**src/rtl/noc_host_pkg.sv**
```systemverilog
// Shared definitions for the NoC host-port scheduler.
// Holds data/control widths, control-word field positions, the scheduler
// state type, response error codes and a destination range check.
package noc_host_pkg;

  localparam int DATA_W = 64;
  localparam int CTRL_W = 16;

  // control word layout: [3:0] opcode, [7:4] dst_x, [11:8] dst_y, [15:12] reserved
  localparam int OPC_LSB  = 0;
  localparam int OPC_W    = 4;
  localparam int DSTX_LSB = 4;
  localparam int DSTX_W   = 4;
  localparam int DSTY_LSB = 8;
  localparam int DSTY_W   = 4;

  typedef enum logic [1:0] {
    ST_IDLE   = 2'd0,
    ST_INJECT = 2'd1,
    ST_WAIT   = 2'd2,
    ST_RESP   = 2'd3
  } state_e;

  localparam logic [1:0] ERR_OK      = 2'd0;
  localparam logic [1:0] ERR_DEST    = 2'd1;
  localparam logic [1:0] ERR_TIMEOUT = 2'd2;

  function automatic logic dst_in_grid(input logic [CTRL_W-1:0] ctrl,
                                       input int gx, input int gy);
    return (int'(ctrl[DSTX_LSB +: DSTX_W]) < gx) &&
           (int'(ctrl[DSTY_LSB +: DSTY_W]) < gy);
  endfunction

endpackage

```
**src/rtl/noc_host_scheduler_if.sv**
```systemverilog
// Requester-side bus of the NoC host scheduler.
// master: requester side (drives requests and response accepts)
// slave : scheduler side (drives acceptance pulses and responses)
// Signals: req_valid/req_ready, packed req_a/req_b/req_ctrl,
//          rsp_valid/rsp_ready, shared rsp_data/rsp_err.
interface noc_host_scheduler_if #(
  parameter int NUM_REQ = 4
);
  logic [NUM_REQ-1:0]                      req_valid;
  logic [NUM_REQ-1:0]                      req_ready;
  logic [NUM_REQ*noc_host_pkg::DATA_W-1:0] req_a;
  logic [NUM_REQ*noc_host_pkg::DATA_W-1:0] req_b;
  logic [NUM_REQ*noc_host_pkg::CTRL_W-1:0] req_ctrl;
  logic [NUM_REQ-1:0]                      rsp_valid;
  logic [NUM_REQ-1:0]                      rsp_ready;
  logic [noc_host_pkg::DATA_W-1:0]         rsp_data;
  logic [1:0]                              rsp_err;

  modport master (
    output req_valid, req_a, req_b, req_ctrl, rsp_ready,
    input  req_ready, rsp_valid, rsp_data, rsp_err
  );

  modport slave (
    input  req_valid, req_a, req_b, req_ctrl, rsp_ready,
    output req_ready, rsp_valid, rsp_data, rsp_err
  );
endinterface

```
**src/rtl/rr_arbiter.sv**
```systemverilog
// Round-robin pick: grants the first set req_i bit at or after ptr_i,
// wrapping. Nothing is granted while advance_i is low.
// Ports: req_i (requests), ptr_i (search start), advance_i (enable),
//        grant_o (one-hot), idx_o (index of the granted bit).
module rr_arbiter #(
  parameter  int N     = 4,
  localparam int IDX_W = (N > 1) ? $clog2(N) : 1
) (
  input  logic [N-1:0]     req_i,
  input  logic [IDX_W-1:0] ptr_i,
  input  logic             advance_i,
  output logic [N-1:0]     grant_o,
  output logic [IDX_W-1:0] idx_o
);

  logic [IDX_W:0] cand;
  logic           found;

  always_comb begin
    grant_o = '0;
    idx_o   = '0;
    found   = 1'b0;
    cand    = '0;
    for (int k = 0; k < N; k++) begin
      // one extra bit so ptr+k can exceed N-1 before the wrap
      cand = {1'b0, ptr_i} + (IDX_W+1)'(k);
      if (cand >= (IDX_W+1)'(N)) cand = cand - (IDX_W+1)'(N);
      if (advance_i && !found && req_i[cand[IDX_W-1:0]]) begin
        found                      = 1'b1;
        idx_o                      = cand[IDX_W-1:0];
        grant_o[cand[IDX_W-1:0]]   = 1'b1;
      end
    end
  end

endmodule

```
**src/rtl/noc_host_scheduler.sv**
```systemverilog
// Admission controller for the host port of tile (0,0). Admits one request
// at a time (round-robin), injects a single flit, waits for the result or a
// timeout, and returns it to the granted requester.
// Ports: clk, rst (sync, active-high); req_if (requester bus, slave side);
//        host_in_* to the tile, host_out_* from the tile;
//        busy, timeout_cnt, spurious_cnt status.
//
// state     | meaning
// ST_IDLE   | arbitrate; capture operands of the granted requester
// ST_INJECT | host_in_valid high for one cycle
// ST_WAIT   | wait for host_out_valid or timer terminal count
// ST_RESP   | present response until the granted requester accepts
module noc_host_scheduler
  import noc_host_pkg::*;
#(
  parameter int NUM_REQ        = 4,
  parameter int GRID_X         = 3,
  parameter int GRID_Y         = 3,
  parameter int TIMEOUT_CYCLES = 64
) (
  input  logic               clk,
  input  logic               rst,
  noc_host_scheduler_if.slave req_if,
  output logic [DATA_W-1:0]  host_in_a,
  output logic [DATA_W-1:0]  host_in_b,
  output logic [CTRL_W-1:0]  host_in_ctrl,
  output logic               host_in_valid,
  input  logic [DATA_W-1:0]  host_out_a,
  input  logic               host_out_valid,
  output logic               busy,
  output logic [15:0]        timeout_cnt,
  output logic [15:0]        spurious_cnt
);

  localparam int IDX_W = (NUM_REQ > 1) ? $clog2(NUM_REQ) : 1;
  localparam int TMR_W = $clog2(TIMEOUT_CYCLES);

  state_e             state_q, state_d;
  logic [IDX_W-1:0]   ptr_q, ptr_d;
  logic [IDX_W-1:0]   gidx_q, gidx_d;
  logic [DATA_W-1:0]  a_q, a_d, b_q, b_d, data_q, data_d;
  logic [CTRL_W-1:0]  ctrl_q, ctrl_d;
  logic [1:0]         err_q, err_d;
  logic [TMR_W-1:0]   tmr_q, tmr_d;
  logic [15:0]        tcnt_q, tcnt_d, scnt_q, scnt_d;

  logic [NUM_REQ-1:0] arb_grant;
  logic [IDX_W-1:0]   arb_idx;
  logic [DATA_W-1:0]  sel_a, sel_b;
  logic [CTRL_W-1:0]  sel_ctrl;

  rr_arbiter #(.N(NUM_REQ)) u_arb (
    .req_i     (req_if.req_valid),
    .ptr_i     (ptr_q),
    .advance_i (state_q == ST_IDLE && !rst),
    .grant_o   (arb_grant),
    .idx_o     (arb_idx)
  );

  always_comb begin
    sel_a    = '0;
    sel_b    = '0;
    sel_ctrl = '0;
    for (int i = 0; i < NUM_REQ; i++) begin
      if (arb_idx == IDX_W'(i)) begin
        sel_a    = req_if.req_a[i*DATA_W +: DATA_W];
        sel_b    = req_if.req_b[i*DATA_W +: DATA_W];
        sel_ctrl = req_if.req_ctrl[i*CTRL_W +: CTRL_W];
      end
    end
  end

  always_comb begin
    state_d = state_q;
    ptr_d   = ptr_q;
    gidx_d  = gidx_q;
    a_d     = a_q;
    b_d     = b_q;
    ctrl_d  = ctrl_q;
    data_d  = data_q;
    err_d   = err_q;
    tmr_d   = tmr_q;
    tcnt_d  = tcnt_q;
    scnt_d  = scnt_q;

    if (host_out_valid && state_q != ST_WAIT && scnt_q != 16'hFFFF)
      scnt_d = scnt_q + 16'd1;

    case (state_q)
      ST_IDLE: begin
        if (|arb_grant) begin
          gidx_d = arb_idx;
          a_d    = sel_a;
          b_d    = sel_b;
          ctrl_d = sel_ctrl;
          ptr_d  = (arb_idx == IDX_W'(NUM_REQ-1)) ? '0 : arb_idx + 1'b1;
          if (dst_in_grid(sel_ctrl, GRID_X, GRID_Y)) begin
            state_d = ST_INJECT;
          end else begin
            data_d  = '0;
            err_d   = ERR_DEST;
            state_d = ST_RESP;
          end
        end
      end
      ST_INJECT: begin
        // down-counter: WAIT lasts at most TIMEOUT_CYCLES cycles
        tmr_d   = TMR_W'(TIMEOUT_CYCLES - 1);
        state_d = ST_WAIT;
      end
      ST_WAIT: begin
        // a result on the terminal-count cycle takes priority over timeout
        if (host_out_valid) begin
          data_d  = host_out_a;
          err_d   = ERR_OK;
          state_d = ST_RESP;
        end else if (tmr_q == '0) begin
          data_d  = '0;
          err_d   = ERR_TIMEOUT;
          state_d = ST_RESP;
          if (tcnt_q != 16'hFFFF) tcnt_d = tcnt_q + 16'd1;
        end else begin
          tmr_d = tmr_q - 1'b1;
        end
      end
      ST_RESP: begin
        if (req_if.rsp_ready[gidx_q]) state_d = ST_IDLE;
      end
      default: state_d = ST_IDLE;
    endcase
  end

  always_ff @(posedge clk) begin
    if (rst) begin
      state_q <= ST_IDLE;
      ptr_q   <= '0;
      gidx_q  <= '0;
      a_q     <= '0;
      b_q     <= '0;
      ctrl_q  <= '0;
      data_q  <= '0;
      err_q   <= ERR_OK;
      tmr_q   <= '0;
      tcnt_q  <= '0;
      scnt_q  <= '0;
    end else begin
      state_q <= state_d;
      ptr_q   <= ptr_d;
      gidx_q  <= gidx_d;
      a_q     <= a_d;
      b_q     <= b_d;
      ctrl_q  <= ctrl_d;
      data_q  <= data_d;
      err_q   <= err_d;
      tmr_q   <= tmr_d;
      tcnt_q  <= tcnt_d;
      scnt_q  <= scnt_d;
    end
  end

  logic flit_live;
  assign flit_live = (state_q == ST_INJECT) || (state_q == ST_WAIT);

  assign req_if.req_ready = arb_grant;
  assign req_if.rsp_valid = (state_q == ST_RESP) ? (NUM_REQ'(1) << gidx_q) : '0;
  assign req_if.rsp_data  = (state_q == ST_RESP) ? data_q : '0;
  assign req_if.rsp_err   = (state_q == ST_RESP) ? err_q : ERR_OK;

  assign host_in_a     = flit_live ? a_q : '0;
  assign host_in_b     = flit_live ? b_q : '0;
  assign host_in_ctrl  = flit_live ? ctrl_q : '0;
  assign host_in_valid = (state_q == ST_INJECT);

  assign busy         = (state_q != ST_IDLE);
  assign timeout_cnt  = tcnt_q;
  assign spurious_cnt = scnt_q;

endmodule

```
**src/flat_wrapper.sv**
```systemverilog
// flat-port wrapper written by rule: the top's interface ports become plain ports
module noc_host_scheduler_flat import noc_host_pkg::*;
#(
  parameter int NUM_REQ        = 4,
  parameter int GRID_X         = 3,
  parameter int GRID_Y         = 3,
  parameter int TIMEOUT_CYCLES = 64
)
  (clk, rst, host_in_a, host_in_b, host_in_ctrl, host_in_valid, host_out_a, host_out_valid, busy, timeout_cnt, spurious_cnt, req_if_req_valid, req_if_req_a, req_if_req_b, req_if_req_ctrl, req_if_rsp_ready, req_if_req_ready, req_if_rsp_valid, req_if_rsp_data, req_if_rsp_err);
  noc_host_scheduler_if #(.NUM_REQ(NUM_REQ)) req_if_i ();
  input  logic clk;
  input  logic rst;
  output logic [DATA_W-1:0] host_in_a;
  output logic [DATA_W-1:0] host_in_b;
  output logic [CTRL_W-1:0] host_in_ctrl;
  output logic host_in_valid;
  input  logic [DATA_W-1:0] host_out_a;
  input  logic host_out_valid;
  output logic busy;
  output logic [15:0] timeout_cnt;
  output logic [15:0] spurious_cnt;
  input wire logic [$bits(req_if_i.req_valid)-1:0] req_if_req_valid;
  input wire logic [$bits(req_if_i.req_a)-1:0] req_if_req_a;
  input wire logic [$bits(req_if_i.req_b)-1:0] req_if_req_b;
  input wire logic [$bits(req_if_i.req_ctrl)-1:0] req_if_req_ctrl;
  input wire logic [$bits(req_if_i.rsp_ready)-1:0] req_if_rsp_ready;
  output wire logic [$bits(req_if_i.req_ready)-1:0] req_if_req_ready;
  output wire logic [$bits(req_if_i.rsp_valid)-1:0] req_if_rsp_valid;
  output wire logic [$bits(req_if_i.rsp_data)-1:0] req_if_rsp_data;
  output wire logic [$bits(req_if_i.rsp_err)-1:0] req_if_rsp_err;
  assign req_if_i.req_valid = req_if_req_valid;
  assign req_if_i.req_a = req_if_req_a;
  assign req_if_i.req_b = req_if_req_b;
  assign req_if_i.req_ctrl = req_if_req_ctrl;
  assign req_if_i.rsp_ready = req_if_rsp_ready;
  assign req_if_req_ready = req_if_i.req_ready;
  assign req_if_rsp_valid = req_if_i.rsp_valid;
  assign req_if_rsp_data = req_if_i.rsp_data;
  assign req_if_rsp_err = req_if_i.rsp_err;
  noc_host_scheduler #(.NUM_REQ(NUM_REQ), .GRID_X(GRID_X), .GRID_Y(GRID_Y), .TIMEOUT_CYCLES(TIMEOUT_CYCLES)) u_core (.clk(clk), .rst(rst), .req_if(req_if_i), .host_in_a(host_in_a), .host_in_b(host_in_b), .host_in_ctrl(host_in_ctrl), .host_in_valid(host_in_valid), .host_out_a(host_out_a), .host_out_valid(host_out_valid), .busy(busy), .timeout_cnt(timeout_cnt), .spurious_cnt(spurious_cnt));
endmodule
```
**config.mk**
```make
export PLATFORM = sky130hd
export DESIGN_NAME = noc_host_scheduler_flat
export DESIGN_NICKNAME = d
export VERILOG_FILES = /design/src/rtl/noc_host_pkg.sv /design/src/rtl/noc_host_scheduler_if.sv /design/src/rtl/rr_arbiter.sv /design/src/rtl/noc_host_scheduler.sv /design/src/flat_wrapper.sv
export SDC_FILE = /design/constraint.sdc
export NUM_CORES = 1
export LEC_CHECK = 0
export ABC_CLOCK_PERIOD_IN_PS = 5100
export CORE_AREA = 2 2 350 352
export CTS_CLUSTER_DIAMETER = 200
export DETAILED_ROUTE_END_ITERATION = 6
export DIE_AREA = 0 0 352 354
export PLACE_DENSITY = 0.38
export SYNTH_ARGS = -nofsm -noshare
export SYNTH_HDL_FRONTEND = slang
export SYNTH_HIERARCHICAL = 1
export SYNTH_SLANG_ARGS = --single-unit
```
**constraint.sdc**
```tcl
create_clock -name clk -period 5.1 [get_ports clk]
set_input_delay 1.02 -clock clk [delete_from_list [all_inputs] [get_ports clk]]
set_output_delay 1.02 -clock clk [all_outputs]
set_load 0.01 [all_outputs]
```
Word-level counts from Yosys, hierarchy flattened

Cells that the tools add are included.

Register bits: 254
Bits in latches: 0
Bits in writable memories: 0
Bits in read-only memories: 0
Output and inout port bits: 252
Word-level logic and storage cells: 160
Memories kept: 0

Add/sub/neg operators: 11
$mul: 0
Divide/modulo/power cells: 0
Order comparisons: 15
Equality and inequality tests: 15
Shift operators: 1
Multiplexer cells: 71
Bitwise gates (word level): 4
Reductions and logical operators: 32

Operators by type and width:

| cell                    | count |
|---|---|
| $mux W64                | 15 |
| $pmux W64 S2            | 1 |
| $mux W16                | 5 |
| $mux W2                 | 19 |
| $add A16 B1 Y16 const B | 2 |
| $ne A16 B16 Y1 const B  | 2 |
| $mux W4                 | 5 |
| $logic_and A1 B1 Y1     | 15 |
| $lt A2 B3 Y1 const B    | 5 |
| $mux W1                 | 12 |
| $mux W6                 | 2 |
| $or A4 B4 Y4            | 3 |
| $pmux W6 S2             | 1 |
| $bmux W1 S2             | 5 |
| $ne A2 B2 Y1 const B    | 5 |
| $ge A3 B3 Y1 const B    | 3 |
| $demux W1 S2            | 4 |
| $eq A2 B2 Y1 const B    | 4 |
| $ge A2 B1 Y1 const B    | 4 |
| $lt A4 B2 Y1 const B    | 2 |
| $pmux W2 S4             | 1 |
| $reduce_and A4 Y1       | 2 |
| $sub A2 B1 Y2 const B   | 4 |
| $add A2 B2 Y3 const B   | 2 |
| other kinds (18)        | 26 |

Longest topological paths before layout

Word-level depth: 28
Mapped depth: 19
Mapped depth without buffers: 15

Cells and area by module

Netlist, hierarchy kept.

By module, submodules not included:

| module             | times used | cells an instance | area each (µm²) | sequential area each (µm²) |
|---|---|---|---|---|
| noc_host_scheduler | 1          | 1844              | 14761.7         | 5084.9 |
| rr_arbiter         | 1          | 71                | 636.9           | 0.0 |

Least setup slack after synthesis

Ideal clock, no wire load.

Path kind: input port to flip-flop
Start: input rst
End: register u_core.data_q[43]
Arrival: 4.463 ns
Path slack: 0.520 ns
Cell stages on the path: 19
Buffers on the path: 7
Cells stage by stage: clkbuf_1 clkbuf_1 buf_1 nor2_1 inv_1 nor4_4 o21ai_2 o22ai_1 inv_1 ha_1 buf_2 buf_6 nand4b_1 a221oi_1 nor2_1 a41o_1 buf_6 buf_4 a32o_1

Cells in the longest elaborated chain, start to end: 25
Elaborated cells between the ends (all ways): 41

RTL lines:

| item                              | RTL line                               | RTL |
|---|---|---|
| from (decl)                       | flat_wrapper.sv:12                     | `input logic rst;` |
| $logic_not A1 Y1 *                | noc_host_scheduler.sv:55               | `.advance_i (state_q == ST_IDLE && !rst),` |
| $logic_and A1 B1 Y1 *             | noc_host_scheduler.sv:55               |  |
| $logic_and A1 B1 Y1               | rr_arbiter.sv:28                       | `if (advance_i && !found && req_i[cand[IDX_W-1:0]]) begin` |
| $mux W1                           | rr_arbiter.sv:28                       |  |
| $logic_not A1 Y1                  | rr_arbiter.sv:28                       |  |
| $logic_and A1 B1 Y1 (2 in series) | rr_arbiter.sv:28                       |  |
| $mux W1                           | rr_arbiter.sv:28                       |  |
| $logic_not A1 Y1                  | rr_arbiter.sv:28                       |  |
| [7 not listed]                    | -                                      |  |
| via u_core.arb_idx[1]             | noc_host_scheduler.sv:48               | `logic [IDX_W-1:0] arb_idx;` |
| $logic_not A2 Y1                  | noc_host_scheduler.sv:65               | `if (arb_idx == IDX_W'(i)) begin` |
| $mux W16 (3 in series)            | noc_host_scheduler.sv:65               |  |
| $mux W16 *                        | noc_host_scheduler.sv:65               |  |
| $lt A4 B2 Y1 (on tied branches)   | noc_host_pkg.sv:30, noc_host_pkg.sv:31 |  |
| $logic_and A1 B1 Y1 *             | noc_host_pkg.sv:30                     | `return (int'(ctrl[DSTX_LSB +: DSTX_W]) < gx) &&` |
| $ne A2 B2 Y1 (no line) *          | -                                      |  |
| $reduce_and A4 Y1 (no line) *     | -                                      |  |
| to (signal assigned)              | noc_host_scheduler.sv:153              | `data_q <= data_d;` |
| to (decl)                         | noc_host_scheduler.sv:41               | `logic [DATA_W-1:0] a_q, a_d, b_q, b_d, data_q, data_d;` |

Mark *: on every way through the listed nets, which the timed path passes. The rest lies on a longest branch.
A chain may end at the register's enable or synchronous reset.

Worst setup path after layout

Start: register u_core.ptr_q[1]
End: register u_core.b_q[7]

Cells in the longest elaborated chain, start to end: 23
Elaborated cells between the ends (all ways): 77

RTL lines:

| item                                                 | RTL line                  | RTL |
|---|---|---|
| from (decl)                                          | noc_host_scheduler.sv:39  | `logic [IDX_W-1:0] ptr_q, ptr_d;` |
| from (signal assigned)                               | noc_host_scheduler.sv:148 | `ptr_q <= ptr_d;` |
| $ge A2 B3 Y1 / $sub A2 B1 Y2 (equally long branches) | rr_arbiter.sv:27          | `if (cand >= (IDX_W+1)'(N)) cand = cand - (IDX_W+1)'(N);` |
| $mux W2                                              | rr_arbiter.sv:27          |  |
| $bmux W1 S2                                          | rr_arbiter.sv:28          |  |
| $mux W1 (not written as such)                        | rr_arbiter.sv:28          |  |
| $logic_and A1 B1 Y1                                  | rr_arbiter.sv:28          |  |
| $mux W1                                              | rr_arbiter.sv:28          |  |
| $logic_not A1 Y1                                     | rr_arbiter.sv:28          |  |
| $logic_and A1 B1 Y1 (2 in series)                    | rr_arbiter.sv:28          |  |
| [4 not listed]                                       | -                         |  |
| $mux W1                                              | rr_arbiter.sv:28          |  |
| $logic_not A1 Y1                                     | rr_arbiter.sv:28          |  |
| $logic_and A1 B1 Y1 (2 in series)                    | rr_arbiter.sv:28          |  |
| $mux W2 *                                            | rr_arbiter.sv:28          |  |
| via u_core.arb_idx[1]                                | noc_host_scheduler.sv:48  |  |
| $logic_not A2 Y1                                     | noc_host_scheduler.sv:65  |  |
| $mux W64 (3 in series)                               | noc_host_scheduler.sv:65  |  |
| $mux W64 *                                           | noc_host_scheduler.sv:65  |  |
| to (signal assigned)                                 | noc_host_scheduler.sv:139 | `b_q <= '0;` |
| to (signal assigned)                                 | noc_host_scheduler.sv:151 | `b_q <= b_d;` |
| to (decl)                                            | noc_host_scheduler.sv:41  |  |

Mark *: on every way through the listed nets, which the timed path passes. The rest lies on a longest branch. The select of a mux whose other input is x is not followed.

==> flow_summary.json <==
{
  "drt_iter0_drc": 949,
  "cts_sinks": 254,
  "viasPerCell": 4.19,
  "yosysSeqAreaShare_pct": 33.0,
  "ys_warn_count": 6,
  "rsz0062_at_grt": "no",
  "drc": 0,
  "cp.arrival_ns": 5.02,
  "status": "completed",
  "netlist_area_um2": 15400,
  "synth_cells": 1915,
  "cts_buffers": 37,
  "clockBufferDepth": 3,
  "synth_fp_nets": 2586,
  "cts_tree": "built",
  "area_growth_pct": 81.7,
  "worstPathRequired_ns": 5.52,
  "hold_slack_ns": 0.455,
  "critPathKind": "reg -> reg",
  "skew_ns": 0.0129,
  "die_width_um": 352,
  "place_area_um2": 26700,
  "synthFlopType": "dfxtp_1",
  "io_buffer_count": 902,
  "grt_overflow": 0,
  "ir_worst_vdd_uv": 330,
  "grt_pass1_vias": 18527,
  "die_h_um": 354,
  "critPathMaxFanout": 14,
  "power_mw": 13.9,
  "fin_util_pct": 23.1,
  "max_freq_mhz": 218,
  "p_leak_nw": 9.29,
  "power_density_nw_per_um2": 495,
  "core_area_um2": 121000,
  "netlist-cell-type-count": 72,
  "post-route-period-util_pct": 90.0,
  "async_flop_share_pct": 0,
  "grt_pass1_wl_um": 146000,
  "fp.dieArea_um2": 125000,
  "vias": 18484,
  "clkLatencyLatePin_ns": 0.58,
  "place_ws_ns": -0.161,
  "final-hold-violation-count": 0,
  "rows": 128,
  "cts_hold_buf": 0,
  "tightest_slew_ns": 0.880,
  "synth_seq_cells": 254,
  "grt_usage_pct": 16.2,
  "final_area_um2": 28000,
  "hold_path_class": "reg -> reg",
  "path_clk_slew_ns": 0.05,
  "dr.pass1.iters": 5,
  "grt_antenna_before_repair": 20,
  "initial_core_util_pct": 12.7,
  "max_slew_margin_pct": 41.3,
  "syn_avg_cell_area_um2": 8.04,
  "gp_congestion": 0.877,
  "root_buffer": "clkbuf_16",
  "post-route-min-period_ns": 4.59,
  "hpwlAfterDp_um": 82600,
  "drt-total-wl_um": 106000,
  "finalSetupViolations": 0,
  "final_nets": 3423,
  "timing.max_cap.violations": 0,
  "fillCellCount": 13348,
  "pin_count": 903,
  "layout_setup_ws_ns": 0.508,
  "post_cts.repair.setup_buffers": 0,
  "routedWlPerCell_um": 24.0,
  "htreeDepth": 2,
  "grt_max_degree": 84,
  "cp-end-kind": "flip-flop",
  "cts_resized": 0,
  "synth_edf_count": 0,
  "antenna_left": 0,
  "drive_gt1_share_pct": 6.81,
  "critPathLaunchType": "flip-flop",
  "slew_violations": 0
}
[path summary, 6_finish.rpt]
check / start / end / slack [ns] / depth (start not counted)
hold / removal: u_core/data_q[36]$_SDFFE_PP0P_ / u_core/data_q[36]$_SDFFE_PP0P_ / 0.45 / 1
setup reg to reg: u_core/ptr_q[1]$_SDFFE_PP0P_ / u_core/b_q[7]$_SDFFE_PP0P_ / 0.51 / 17
hold reg to reg: u_core/data_q[36]$_SDFFE_PP0P_ / u_core/data_q[36]$_SDFFE_PP0P_ / 0.45 / 1
setup / recovery: u_core/ptr_q[1]$_SDFFE_PP0P_ / u_core/b_q[7]$_SDFFE_PP0P_ / 0.51 / 17
[metrics by stage]
step / TNS (ns) / std cells
floorplan: 0 / 1915
finish: 0 / 4407
detailed placement: -0.554 / 4338
CTS: 0 / 4402
global placement: -0.140 / 4338
global route: 0 / 4404
[synthesized netlist by cell type, drive strengths merged, types with 3 or more instances]
| cell type | count | share of area (%) |
|---|---|---|
| nor3 | 281 | 9.2 |
| dfxtp | 254 | 33 |
| and2 | 212 | 8.6 |
| nor2 | 191 | 4.7 |
| clkbuf | 158 | 3.9 |
| a211oi | 147 | 7.2 |
| a221oi | 142 | 8.1 |
| nor2b | 142 | 5.8 |
| a32o | 67 | 4.4 |
| buf | 44 | 1.8 |
| nand2 | 38 | 0.93 |
| inv | 28 | 0.68 |
| xnor2 | 25 | 1.4 |
| a21oi | 23 | 0.75 |
| ha | 20 | 1.6 |
| a2111oi | 10 | 0.66 |
| nand3 | 10 | 0.33 |
| o21ai | 10 | 0.35 |
| a311oi | 6 | 0.34 |
| o211ai | 6 | 0.29 |
| o22ai | 6 | 0.24 |
| a21boi | 5 | 0.24 |
| mux4 | 5 | 0.73 |
| nand2b | 5 | 0.20 |
| nand3b | 5 | 0.24 |
| nor3b | 5 | 0.24 |
| nor4 | 5 | 0.48 |
| o21a | 5 | 0.24 |
| and4 | 4 | 0.23 |
| mux2 | 4 | 0.32 |
| mux2i | 4 | 0.26 |
| o221ai | 4 | 0.27 |
| xor2 | 4 | 0.23 |
| and3 | 3 | 0.12 |
| nand4 | 3 | 0.12 |
| nand4b | 3 | 0.17 |
| nor4b | 3 | 0.17 |
| o41ai | 3 | 0.22 |
[where the power goes]
part           switching, mW  total (mW)  internal (mW)
registers              0.385        3.04           2.66
logic                   4.56        8.05           3.48
clock network           1.09        2.76           1.67
[placed cells by master (no fill, tap or decap), types with 5 or more instances in the layout]
cell	Yosys	final
nand3_1	10	10
nand3b_1	5	5
nor3b_1	5	5
and2_1	212	212
buf_12	0	22
ha_1	20	15
a211oi_1	147	147
clkinv_2	0	5
xnor2_1	25	25
inv_1	27	27
nor2_1	191	189
nand2_1	38	38
buf_4	3	76
dfxtp_1	254	254
clkbuf_16	0	38
o21a_1	5	5
o211ai_1	6	6
nor2b_1	142	141
a311oi_1	6	6
nor3_1	279	279
clkbuf_8	0	8
o22ai_1	6	6
a2111oi_0	7	7
o21ai_0	7	7
a32o_1	67	67
a21oi_1	23	23
a221oi_1	142	142
mux4_2	5	5
clkdlybuf4s50_1	0	901
diode_2	0	5
clkbuf_1	158	8
[cells by family after synthesis]
| family | share of synthesized area (%) |
|---|---|
| simple gates | 32.1 |
| compound gates | 23.9 |
| flops | 33.0 |
| buf+inv | 6.35 |
| xor+xnor | 1.65 |
| fa+ha+maj | 1.63 |
| mux | 1.31 |
[area by class of cell]
cell class / count / area [µm²] / share of cell area, %
Antenna cell: 5 / 12.5 / 0.0447
Clock buffer: 53 / 1080 / 3.85
Clock inverter: 11 / 181 / 0.649
Inverter: 28 / 105 / 0.376
Multi-Input combinational cell: 1431 / 9430 / 33.7
Sequential cell: 254 / 5080 / 18.2
Tap cell: 1625 / 2030 / 7.27
Timing Repair Buffer: 1000 / 10000 / 35.9
[worst max-delay path: stages, from the launching register on]
cell and delay [ns]:
dfxtp_1 0.33, inv_1 0.12, ha_1 0.55, mux2_2 0.41
nor4_4 0.36, o21ai_2 0.17, o22ai_1 0.30, buf_4 0.22
inv_1 0.08, ha_1 0.21, nor2b_4 0.14, buf_12 0.18
buf_4 0.18, a221oi_1 0.66, buf_4 0.25, nor3_1 0.05
a211oi_1 0.17, nor3_1 0.06
[sequential cells by signal (all words and copies together) (netlist names)]
signal	flops
u_core/gidx_q	2
u_core/timeout_cnt	16
u_core/tmr_q	6
u_core/err_q	2
u_core/b_q	64
u_core/state_q	2
u_core/a_q	64
u_core/ptr_q	2
u_core/spurious_cnt	16
u_core/ctrl_q	16
u_core/data_q	64
[metal layers]
| layer | global-route usage (%) | vias to the layer above | part of all wire, % |
|---|---|---|---|
| met3 | 4.64 | 114 | 6.9 |
| li1 | - | 8769 | - |
| met2 | 29.7 | 711 | 51 |
| met1 | 18.5 | 8884 | 40 |
| met4 | 3.61 | 6 | 2.0 |
| met5 | 0 | - | 0.037 |
Power figures use the tool's default switching activity.
